`config.mk`:
```
export PLATFORM = sky130hd
export DESIGN_NAME = fetch_unit
export DESIGN_NICKNAME = d
export VERILOG_FILES = /design/src/rtl/fetch_pkg.sv /design/src/rtl/fetch_queue.sv /design/src/rtl/fetch_unit.sv
export SDC_FILE = /design/constraint.sdc
export NUM_CORES = 1
export LEC_CHECK = 0
export ABC_AREA = 1
export CORE_MARGIN = 3
export CORE_UTILIZATION = 32
export CTS_BUF_LIST = sky130_fd_sc_hd__clkbuf_16
export CTS_CLUSTER_SIZE = 24
export DETAILED_ROUTE_END_ITERATION = 16
export MAX_ROUTING_LAYER = met4
export PLACE_DENSITY = 0.52
export SLEW_MARGIN = 5
export SYNTH_ARGS = -nofsm -noshare
export SYNTH_HDL_FRONTEND = slang
export SYNTH_HIERARCHICAL = 1
export SYNTH_SLANG_ARGS = --single-unit
```
`constraint.sdc`:
```
create_clock -name i_clk -period 6.7 [get_ports i_clk]
set_input_delay 0.67 -clock i_clk [delete_from_list [all_inputs] [get_ports i_clk]]
set_output_delay 0.67 -clock i_clk [all_outputs]
set_load 0.005 [all_outputs]
```
`src/rtl/fetch_pkg.sv`:
```
// Shared types for the fetch stage: default widths, the fetch queue entry
// handed to decode, and the queue counter width.
package fetch_pkg;

  localparam int DEF_ADDR_W  = 36;
  localparam int DEF_INSTR_W = 36;
  localparam int FETCH_DEPTH = 4;
  localparam int FETCH_CNT_W = $clog2(FETCH_DEPTH + 1);

  typedef struct packed {
    logic [DEF_ADDR_W-1:0]  pc;
    logic [DEF_INSTR_W-1:0] instr;
  } fetch_entry_t;

endpackage

```
`src/rtl/fetch_queue.sv`:
```
// Synchronous FIFO of fetch entries with flush; head is read straight from
// storage so decode never sees a combinational path from memory read data.
module fetch_queue
  import fetch_pkg::*;
#(
  parameter int DEPTH = FETCH_DEPTH,
  localparam int CNT_W = $clog2(DEPTH + 1),
  localparam int PTR_W = $clog2(DEPTH)
) (
  input  logic             clk,
  input  logic             rst,
  input  logic             push,
  input  fetch_entry_t     push_data,
  input  logic             pop,
  input  logic             flush,
  output fetch_entry_t     head,
  output logic [CNT_W-1:0] count
);

  fetch_entry_t mem [DEPTH];
  logic [PTR_W-1:0] rd_ptr;
  logic [PTR_W-1:0] wr_ptr;

  always_ff @(posedge clk) begin
    if (rst || flush) begin
      rd_ptr <= '0;
      wr_ptr <= '0;
      count  <= '0;
    end else begin
      if (push) wr_ptr <= wr_ptr + PTR_W'(1);
      if (pop)  rd_ptr <= rd_ptr + PTR_W'(1);
      count <= count + CNT_W'(push) - CNT_W'(pop);
    end
  end

  // Storage needs no reset; count gates validity of every slot.
  always_ff @(posedge clk) begin
    if (push && !flush) mem[wr_ptr] <= push_data;
  end

  assign head = mem[rd_ptr];

endmodule

```
`src/rtl/fetch_unit.sv`:
```
// Instruction fetch stage: owns the fetch PC, issues credit-limited in-order
// memory reads, tags responses with their PC and queues them for decode.
// Define FETCH_PERF_EN to add saturating fetched/dropped performance counters.
module fetch_unit
  import fetch_pkg::*;
#(
  parameter int ADDR_W  = DEF_ADDR_W,
  parameter int INSTR_W = DEF_INSTR_W,
  parameter int DEPTH   = FETCH_DEPTH,
  parameter logic [ADDR_W-1:0] RESET_PC = '0
) (
  input  logic               i_clk,
  input  logic               i_rst,
  input  logic               i_redirect,
  input  logic [ADDR_W-1:0]  i_redirect_pc,
  output logic               o_imem_req,
  output logic [ADDR_W-1:0]  o_imem_addr,
  input  logic               i_imem_gnt,
  input  logic               i_imem_rvalid,
  input  logic [INSTR_W-1:0] i_imem_rdata,
  output logic               o_dec_valid,
  output logic [ADDR_W-1:0]  o_dec_pc,
  output logic [INSTR_W-1:0] o_dec_instr,
`ifdef FETCH_PERF_EN
  output logic [31:0]        o_perf_fetched,
  output logic [31:0]        o_perf_dropped,
`endif
  input  logic               i_dec_ready
);

  localparam int CNT_W = $clog2(DEPTH + 1);

  logic [ADDR_W-1:0] fetch_pc;
  logic [ADDR_W-1:0] resp_pc;
  logic [CNT_W-1:0]  outstanding;
  logic [CNT_W-1:0]  drop_cnt;
  logic [CNT_W-1:0]  count;
  logic [CNT_W:0]    credit_used;
  logic              grant;
  logic              dropping;
  logic              push;
  logic              pop;
  fetch_entry_t      push_data;
  fetch_entry_t      head;

  // Every granted request already owns a queue slot, so responses are never stalled.
  assign credit_used = {1'b0, outstanding} + {1'b0, count};
  assign o_imem_req  = !i_rst && !i_redirect && (credit_used < (CNT_W+1)'(DEPTH));
  assign o_imem_addr = fetch_pc;
  assign grant       = o_imem_req && i_imem_gnt;
  assign dropping    = i_imem_rvalid && (drop_cnt != '0);
  assign push        = i_imem_rvalid && !i_redirect && (drop_cnt == '0);
  assign pop         = o_dec_valid && i_dec_ready && !i_redirect;

  always_ff @(posedge i_clk) begin
    if (i_rst) begin
      fetch_pc    <= RESET_PC;
      resp_pc     <= RESET_PC;
      outstanding <= '0;
      drop_cnt    <= '0;
    end else if (i_redirect) begin
      // Everything still in flight belongs to the old path and must be dropped.
      fetch_pc    <= i_redirect_pc;
      resp_pc     <= i_redirect_pc;
      outstanding <= outstanding - CNT_W'(i_imem_rvalid);
      drop_cnt    <= outstanding - CNT_W'(i_imem_rvalid);
    end else begin
      if (grant) fetch_pc <= fetch_pc + ADDR_W'(1);
      if (push)  resp_pc  <= resp_pc + ADDR_W'(1);
      if (dropping) drop_cnt <= drop_cnt - CNT_W'(1);
      outstanding <= outstanding + CNT_W'(grant) - CNT_W'(i_imem_rvalid);
    end
  end

  assign push_data = '{pc: resp_pc, instr: i_imem_rdata};

  fetch_queue #(
    .DEPTH (DEPTH)
  ) u_queue (
    .clk       (i_clk),
    .rst       (i_rst),
    .push      (push),
    .push_data (push_data),
    .pop       (pop),
    .flush     (i_redirect),
    .head      (head),
    .count     (count)
  );

  assign o_dec_valid = (count != '0);
  assign o_dec_pc    = head.pc;
  assign o_dec_instr = head.instr;

`ifdef FETCH_PERF_EN
  logic [CNT_W:0] drop_inc;
  logic [32:0]    fetched_sum;
  logic [32:0]    dropped_sum;

  // Flushed queue entries count as dropped alongside discarded responses.
  assign drop_inc    = (CNT_W+1)'(i_imem_rvalid && (i_redirect || drop_cnt != '0))
                     + (i_redirect ? {1'b0, count} : '0);
  assign fetched_sum = {1'b0, o_perf_fetched} + 33'(pop);
  assign dropped_sum = {1'b0, o_perf_dropped} + 33'(drop_inc);

  always_ff @(posedge i_clk) begin
    if (i_rst) begin
      o_perf_fetched <= '0;
      o_perf_dropped <= '0;
    end else begin
      o_perf_fetched <= fetched_sum[32] ? '1 : fetched_sum[31:0];
      o_perf_dropped <= dropped_sum[32] ? '1 : dropped_sum[31:0];
    end
  end
`endif

endmodule

```
==> results of run 1 <==
[report_power, final]
group,total (W),internal [W],switching (W)
combinational,0.000351,0.000158,0.000193
sequential,0.00263,0.00256,0.0000678
clock,0.00210,0.00120,0.000906
total,0.00508,0.00391,0.00117
[cells by family after synthesis]
group	count (synthesis)	synth area share (%)
simple gates	754	18.34
flops	375	61.66
buf+inv	205	6.311
fa+ha+maj	18	1.426
xor+xnor	24	1.247
compound gates	360	11.02
[layer usage]
layer / vias up / share of wire, % / GRT usage [%]
met4: 0 / 2.2 / 4.056
li1: 6224 / - / -
met5: - / 0 / -
met2: 320 / 46 / 25.99
met3: 79 / 5.2 / 3.081
met1: 5960 / 47 / 22.58
[registers in the layout, indices dropped and copies added, names as in the netlist, named ones only]
| name | count |
|---|---|
| u_queue/count | 3 |
| outstanding | 3 |
| o_imem_addr | 36 |
| resp_pc | 36 |
| u_queue/rd_ptr | 2 |
| u_queue/mem | 288 |
| drop_cnt | 3 |
| u_queue/wr_ptr | 2 |
[layout make-up]
| class | instances | area (um2) | area share [%] |
|---|---|---|---|
| multi-input combinational | 1156 | 5428 | 26.60 |
| clock inverter | 34 | 171.4 | 0.8401 |
| timing repair buffer | 200 | 1977 | 9.689 |
| clock buffer | 43 | 1076 | 5.274 |
| tap | 680 | 850.8 | 4.170 |
| sequential | 375 | 10390 | 50.94 |
| inverter | 134 | 506.7 | 2.484 |
[worst max-delay path: cells and delay by family]
| family | cells | cell delay, ns |
|---|---|---|
| buf+inv | 5 | 2.17 |
| simple gates | 4 | 1.45 |
[cell usage in the layout, fill, tap and decap left out, types with 12 or more instances in the layout]
cell type,count
o21ai_0,180
clkbuf_16,43
ha_1,16
nand4_1,15
inv_1,143
o21ai_1,81
a31oi_1,13
dfxtp_1,86
nand3_1,54
a21oi_1,66
xor2_1,19
buf_4,12
edfxtp_1,288
nand2_1,300
clkdlybuf4s50_1,186
nor2_1,344
[per-stage QoR]
stage	hold slack, ns	utilization [%]	cells
6_report	0.4849	39.45	2622
3_5_place_dp	0.4817	37.04	2545
3_3_place_gp	0.4719	37.04	2545
4_1_cts	0.4893	39.45	2622
2_1_floorplan	0.4575	-	1736
5_1_grt	0.5450	39.45	2622
[worst max-delay path by stage]
| stage | from | to | slack (ns) | cells after the start |
|---|---|---|---|---|
| after detailed placement | i_imem_rvalid | u_queue/mem[0][4] | 1.94 | 9 |
| after global placement | i_imem_rvalid | u_queue/mem[0][5] | 2.00 | 9 |
| after global routing | i_imem_rvalid | u_queue/mem[0][16] | 2.27 | 9 |
| after floorplan | i_redirect | u_queue/mem[0][0] | 1.31 | 9 |
| after CTS | i_imem_rvalid | u_queue/mem[0][22] | 2.51 | 9 |
| final | i_imem_rvalid | u_queue/mem[0][22] | 2.58 | 9 |
==> impl_metrics.yaml, run 1 <==
pwr:
  p_per_area_nw_per_um2: 249.0
  leakagePower_nw: 7.199
  p_total_w: 0.005080
  peakVddDrop_uv: 144.3
cts:
  numCtsBuffers: 42
  clockRootBuffer: "clkbuf_16"
  clk_pin_slew_worst_paths_ns: 0.05
  htreeDepth: 2
  post_cts_resize_count: 0
  cts_tree: "yes"
  clk_path_buf_depth: 3
  clock-sinks: 375
  post_cts_buffers: 0
  hold_buffers: 0
  clk-insertion-delay-late_ns: 0.56
layout:
  design_area_um2: 20400
  drive_gt1_share_pct: 4.892
  fill_cells: 5086
  area_delta_synth_final_pct: 21.08
  antenna_cells: 0
  fin_nets: 2005
flow_run:
  cap_violations: 0
floorplan:
  die_x_um: 235.5
  ioPinCount: 188
  dieArea_um2: 55450
  placementRows: 83
  floorplan.initialDensity_pct: 32.58
  core_um2: 51720
  die_h_um: 235.5
logic_synthesis:
  syn_avg_cell_area_um2: 9.707
  synth_top_area_share_pct: 51.32
  ys_types: 40
  synth_flop_cell: "edfxtp_1"
  synth_top_area_cell: "edfxtp_1"
  yosysSeqAreaShare_pct: 61.66
  synth_cells: 1736
  synthArstFlopShare_pct: 0
  yosys_register_bits: 375
  synth_area_leaders: "edfxtp_1 51%, dfxtp_1 10%, nor2_1 7.8%, nand2_1 6.7%, o21ai_0 5.3%"
  synth_area_um2: 16850
  synthesis.nets: 1832
  ys_warn_count: 6
  yosysMostFrequentCell: "nor2_1"
  synth_edf_count: 288
  synth_commonest_cells: "348 x nor2_1, 300 x nand2_1, 288 x edfxtp_1"
sta:
  fin_ws_ns: 2.578
  period_share_pct: 61.53
  setup_viol: 0
  fin_skew_ns: 0.01488
  drv_slew: 0
  grt_setup_unrepaired: "false"
  layout_min_cycle_time_ns: 4.122
  hold_viol: 0
  max_freq_ghz: 0.2426
  worstMarginPinSlew_ns: 1.133
  relSlewSlack_pct: 24.49
  tns_ns: 0
setup_path:
  crit_chain: "clkdlybuf4s50_1, nand3_2, inv_1, nand2_1, inv_1, inv_1, or2_2, nor2_4, buf_4"
  required_ns: 6.90
  cp_max_fo: 29
  cp_slowest_cell: "nor2_4"
  arrival_ns: 4.32
  critical_path_class: "in2reg"
  cp_common_cell: "inv_1"
  crit_path_end_kind: "register"
  reg2reg_from: "drop_cnt[0]"
  cpPeakStageDelay_ns: 0.65
  start_kind: "input pin"
  rrSetupSlack_ns: 2.70
  reg2reg_to: "u_queue/mem[0][22]"
  reg2reg_depth: 10
global_route:
  first_global_vias: 12274
  grt_pass1_wl_um: 71010
  track_usage_pct: 16.66
  gr-total-overflow: 0
  antenna_found_initial: 0
  grt_max_degree: 93
detailed_routing:
  routed_via_density: 4.799
  wl_um: 45860
  vias: 12583
  drc: 0
  drt-initial-drc-count: 864
  drtAntennaViolNets: 0
  wl_per_cell_um: 17.49
  dr.pass1.iters: 5
hold_path:
  hold_path.class: "reg2reg"
  hold_start: "drop_cnt[1]"
  holdPathStages: 2
  hold_path_end: "drop_cnt[1]"
place:
  dpl-instance-area_um2: 19160
  port_buffers: 187
  dp_hpwl_um: 30290
  dp_slack_ns: 1.942
  place.gp.congestion: 0.9128
run_status:
  status: "complete, no violations"
(Power assumes the default switching activity.)
==> inputs of run 2 (changes only) <==
==> constraint.sdc (replaced) <==
create_clock -name i_clk -period 3.8 [get_ports i_clk]
set_input_delay 0.38 -clock i_clk [delete_from_list [all_inputs] [get_ports i_clk]]
set_output_delay 0.38 -clock i_clk [all_outputs]
set_load 0.005 [all_outputs]
==> run 2 against run 1 <==
  * Clock power rose by 83%
  * Via count rose by 1.9%
  * Utilization rose by 0.32 points
  * Sequential power rose by 76%
  * Critical path depth fell by 4
  * Sequential cell count did not move
  * Largest power group unchanged
  * Hold slack got worse by 0.26 ns
  * Final cell count rose by 0.31%
  * Critical path type is now reg2out
  * Highest routed layer unchanged
  * Register-to-register slack got worse by 1.6 ns
==> impl_metrics.yaml, run 2 (synthesized netlist as in run 1, its figures left out) <==
run_status:
  status: "complete, no violations"
floorplan:
  placementRows: 83
  ioPinCount: 188
  dieArea_um2: 55450
  die_x_um: 235.5
  core_um2: 51720
  die_h_um: 235.5
  floorplan.initialDensity_pct: 32.58
layout:
  area_delta_synth_final_pct: 22.07
  top_register: "u_queue/mem"
  antenna_cells: 0
  largest_register_ffs: 288
  layout_commonest_cell: "nor2_1"
  fin_nets: 2014
  drive_gt1_share_pct: 5.333
  layout_common_cells: "344 x nor2_1, 300 x nand2_1, 288 x edfxtp_1, 186 x clkdlybuf4s50_1, 180 x o21ai_0"
cts:
  htreeDepth: 2
  numCtsBuffers: 42
  hold_buffers: 0
  clk_path_buf_depth: 3
  post_cts_buffers: 0
  post_cts_resize_count: 0
  clock-sinks: 375
  clockRootBuffer: "clkbuf_16"
  clk-insertion-delay-late_ns: 0.56
  clk_pin_slew_worst_paths_ns: 0.05
  cts_tree: "yes"
setup_path:
  arrival_ns: 2.70
  cp_max_fo: 61
  crit_path_end_kind: "output port"
  rrSetupSlack_ns: 1.13
  reg2reg_to: "outstanding[2]"
  crit_chain: "inv_4, buf_4, o21ai_0, o21ai_1, clkdlybuf4s50_1"
  reg2reg_depth: 14
  cp_slowest_cell: "clkdlybuf4s50_1"
  cpPeakStageDelay_ns: 0.56
  start_kind: "register"
  reg2reg_from: "u_queue/count[2]"
  required_ns: 3.42
  critical_path_class: "reg2out"
sta:
  hold_viol: 0
  period_share_pct: 81.16
  grt_setup_unrepaired: "false"
  tns_ns: 0
  relSlewSlack_pct: 50.19
  setup_viol: 0
  hold-worst-slack_ns: 0.2295
  worstMarginPinSlew_ns: 0.7471
  fin_skew_ns: 0.01782
  max_freq_ghz: 0.3242
  layout_min_cycle_time_ns: 3.084
  drv_slew: 0
  fin_ws_ns: 0.7159
hold_path:
  hold_path.class: "in2reg"
  hold_start: "i_rst"
  holdPathStages: 4
  hold_path_end: "resp_pc[17]"
global_route:
  antenna_found_initial: 0
  grt_pass1_wl_um: 71300
  gr-total-overflow: 0
  grt_max_degree: 146
  track_usage_pct: 16.67
  first_global_vias: 12188
detailed_routing:
  wl_per_cell_um: 17.49
  routed_via_density: 4.874
  vias: 12818
  drc: 0
  drtAntennaViolNets: 0
  dr.pass1.iters: 5
  drt-initial-drc-count: 1010
  wl_um: 46000
place:
  place.gp.congestion: 0.9100
  port_buffers: 187
  dp_slack_ns: 0.5909
  dp_hpwl_um: 30120
pwr:
  peakVddDrop_uv: 254.8
  p_per_area_nw_per_um2: 442.8
  leakagePower_nw: 7.256
flow_run:
  cap_violations: 0
[run 2: per-stage QoR]
step                      instances  total power, W  instance area (um2)  utilization [%]
final                          2630        0.009109                20570            39.77
after detailed placement       2554        0.005353                19270            37.27
after floorplan                1736        0.004989                16860                -
after global routing           2630        0.009465                20570            39.77
after CTS                      2630        0.009227                20570            39.77
after global placement         2554        0.005346                19270            37.27
[run 2: how the worst max path moves through the flow]
stage	slack [ns]	end	start
2_1_floorplan	-0.18	u_queue/mem[0][0]	drop_cnt[0]
3_3_place_gp	0.58	outstanding[2]	i_redirect
3_5_place_dp	0.59	outstanding[2]	i_redirect
4_1_cts	0.54	o_dec_pc[34]	register
5_1_grt	0.53	o_dec_pc[18]	register
6_report	0.72	o_dec_pc[17]	register
[run 2: layer usage]
layer  vias up  share of wire, %  track usage [%]  wire, um
met4         0               2.6            5.088      1203
met1      6154                47            22.83     21670
met3        67               4.6            2.366      2101
li1       6237                 -                -         -
met2       360                46            25.76     21030
met5         -                 0                -         0
[run 2: report_power, final]
group | switching (W) | internal [W] | total, W
sequential | 0.000124 | 0.00451 | 0.00464
clock | 0.00160 | 0.00224 | 0.00384
combinational | 0.000344 | 0.000285 | 0.000630
[run 2: layout make-up]
type | instances | area, um2
Fill cell | 5074 | 31150
Tap cell | 680 | 850.8
Multi-Input combinational cell | 1156 | 5428
Clock inverter | 33 | 220.2
Sequential cell | 375 | 10390
Inverter | 134 | 506.7
Clock buffer | 43 | 1076
Timing Repair Buffer | 209 | 2095
[run 2: worst max-delay path, delay by kind of cell (launching register included)]
kind,cells,cell delay [ns]
AO/OA/AOI/OAI,2,0.40
buffers and inverters,3,1.39
flip-flops,1,0.34
==> inputs of run 3 (changes only) <==
--- a/config.mk
+++ b/config.mk
@@ -12,7 +12,7 @@
 export CTS_CLUSTER_SIZE = 24
 export DETAILED_ROUTE_END_ITERATION = 16
 export MAX_ROUTING_LAYER = met4
-export PLACE_DENSITY = 0.52
+export PLACE_DENSITY = 0.54
 export SLEW_MARGIN = 5
 export SYNTH_ARGS = -nofsm -noshare
 export SYNTH_HDL_FRONTEND = slang
==> constraint.sdc (replaced) <==
create_clock -name i_clk -period 2.75 [get_ports i_clk]
set_input_delay 0.275 -clock i_clk [delete_from_list [all_inputs] [get_ports i_clk]]
set_output_delay 0.275 -clock i_clk [all_outputs]
set_load 0.005 [all_outputs]
==> run 3 against run 2 <==
  * Register-to-register slack worse by 0.93 ns
  * Critical path depth stayed put
  * Non-clock buffer count is 20 higher
  * Sequential power is 38% higher
  * Count of clock-buffer cells in the layout stayed put
  * Sequential cell count stayed put
  * Clock skew is 0.0076 ns lower
  * Critical endpoint is now o_dec_pc[14]
  * Global-route usage is 0.21 points higher
  * Total power is 40% higher
  * Utilization is 0.78 points higher
  * Final cell count is 0.61% higher
  * Wire length is 2.2% higher
  * Largest cell class unchanged
==> impl_metrics.yaml, run 3 (synthesized netlist as in run 1, its figures left out) <==
run_status:
  status: "complete, no violations"
layout:
  area_delta_synth_final_pct: 24.45
  layout_commonest_cell: "nor2_1"
  drive_gt1_share_pct: 6.968
  fill_cells: 5038
  largest_register_ffs: 288
  antenna_cells: 0
  layout_common_cells: "344 x nor2_1, 299 x nand2_1, 288 x edfxtp_1, 186 x clkdlybuf4s50_1, 178 x o21ai_0"
  fin_nets: 2035
  design_area_um2: 20970
  top_register: "u_queue/mem"
setup_path:
  arrival_ns: 2.39
  cp_max_fo: 35
  reg2reg_depth: 14
  start_kind: "register"
  crit_path_end_kind: "output port"
  required_ns: 2.48
  critical_path_class: "reg2out"
pwr:
  clock_power_share_pct: 42.8
  p_sw_share_pct: 22.32
  p_seq_share_pct: 50.0
  peakVddDrop_uv: 363.9
  p_int_w: 0.009938
  leakagePower_nw: 7.421
  p_per_area_nw_per_um2: 610.0
  p_switching_w: 0.002856
  p_comb_share_pct: 7.1
global_route:
  grt_pass1_wl_um: 71880
  grt_max_degree: 79
  first_global_vias: 12486
  gr-total-overflow: 0
  antenna_found_initial: 0
  track_usage_pct: 16.88
detailed_routing:
  wl_um: 47030
  drc: 0
  vias: 12759
  routed_via_density: 4.822
  dr.pass1.iters: 7
  drt-initial-drc-count: 976
  drtAntennaViolNets: 0
  wl_per_cell_um: 17.77
sta:
  hold_viol: 0
  worstMarginPinSlew_ns: 0.7402
  fin_ws_ns: 0.08307
  fin_skew_ns: 0.01026
  grt_setup_unrepaired: "false"
  drv_slew: 0
  setup_viol: 0
  period_share_pct: 96.98
  layout_min_cycle_time_ns: 2.667
  max_freq_ghz: 0.3750
  relSlewSlack_pct: 50.66
floorplan:
  dieArea_um2: 55450
  core_um2: 51720
  ioPinCount: 188
  floorplan.initialDensity_pct: 32.58
  die_x_um: 235.5
  placementRows: 83
  die_h_um: 235.5
flow_run:
  cap_violations: 0
place:
  dp_slack_ns: -0.1084
  dp_hpwl_um: 30760
  dpl-instance-area_um2: 19500
  port_buffers: 187
  place.gp.congestion: 0.9414
cts:
  numCtsBuffers: 42
  htreeDepth: 2
  clk_path_buf_depth: 3
  clock-sinks: 375
  clockRootBuffer: "clkbuf_16"
  clk-insertion-delay-late_ns: 0.55
  clk_pin_slew_worst_paths_ns: 0.06
  cts_tree: "yes"
  hold_buffers: 0
hold_path:
  hold_path.class: "in2reg"
  holdPathStages: 5
[run 3: stage by stage]
stage	TNS (ns)	hold slack (ns)	total power, W	util, %	instances
3_3_place_gp	-0.07953	0.4791	0.007409	37.70	2568
3_5_place_dp	-0.1084	0.4898	0.007431	37.70	2568
5_1_grt	0	0.2944	0.01331	40.55	2646
4_1_cts	0	0.2684	0.01297	40.37	2640
2_1_floorplan	-21.18	0.3739	0.006911	-	1736
6_report	0	0.3048	0.01279	40.55	2646
[run 3: power by group through the flow]
stage	sequential [W]	combinational [W]	clock, W
detailed placement	0.00652	0.000914	0
finish	0.00640	0.000914	0.00548
global placement	0.00651	0.000896	0
CTS	0.00640	0.000922	0.00565
global route	0.00642	0.00101	0.00588
floorplan	0.00646	0.000454	0
[run 3: layout make-up]
class,instances,area (um2),share of cell area (%)
tap,680,850.8,4.057
timing repair buffer,229,2386,11.38
multi-input combinational,1156,5455,26.01
sequential,375,10400,49.60
timing repair inverter,1,8.758,0.04176
inverter,134,536.8,2.560
clock inverter,28,256.5,1.223
clock buffer,43,1076,5.131
[run 3: repair_timing]
item                       4_1_cts  5_1_grt
setup buffers                    0        4
setup endpoints to repair       53       34
cloned                           1        2
resized for setup               10        7
[run 3: final timing paths]
| path | from | endpoint | slack (ns) |
|---|---|---|---|
| worst max-delay path | register | o_dec_pc[14] | 0.08 |
| worst min-delay path | i_rst | outstanding[0] | 0.30 |
| worst max register to register | outstanding[2] | outstanding[2] | 0.20 |
| worst min register to register | drop_cnt[1] | drop_cnt[1] | 0.51 |
[run 3: layer usage]
layer	global-route usage [%]	up-vias	share of wire (%)
met5	-	-	0
met4	4.277	0	2.2
met3	3.128	73	5.7
met2	27.13	388	47
met1	22.10	6007	45
li1	-	6291	-
[run 3: worst max-delay path, stage by stage, from the launching register on]
cell	delay (ns)
dfxtp_4	0.39
bufinv_16	0.28
buf_12	0.21
o21ai_0	0.11
o21ai_1	0.24
clkdlybuf4s50_1	0.60
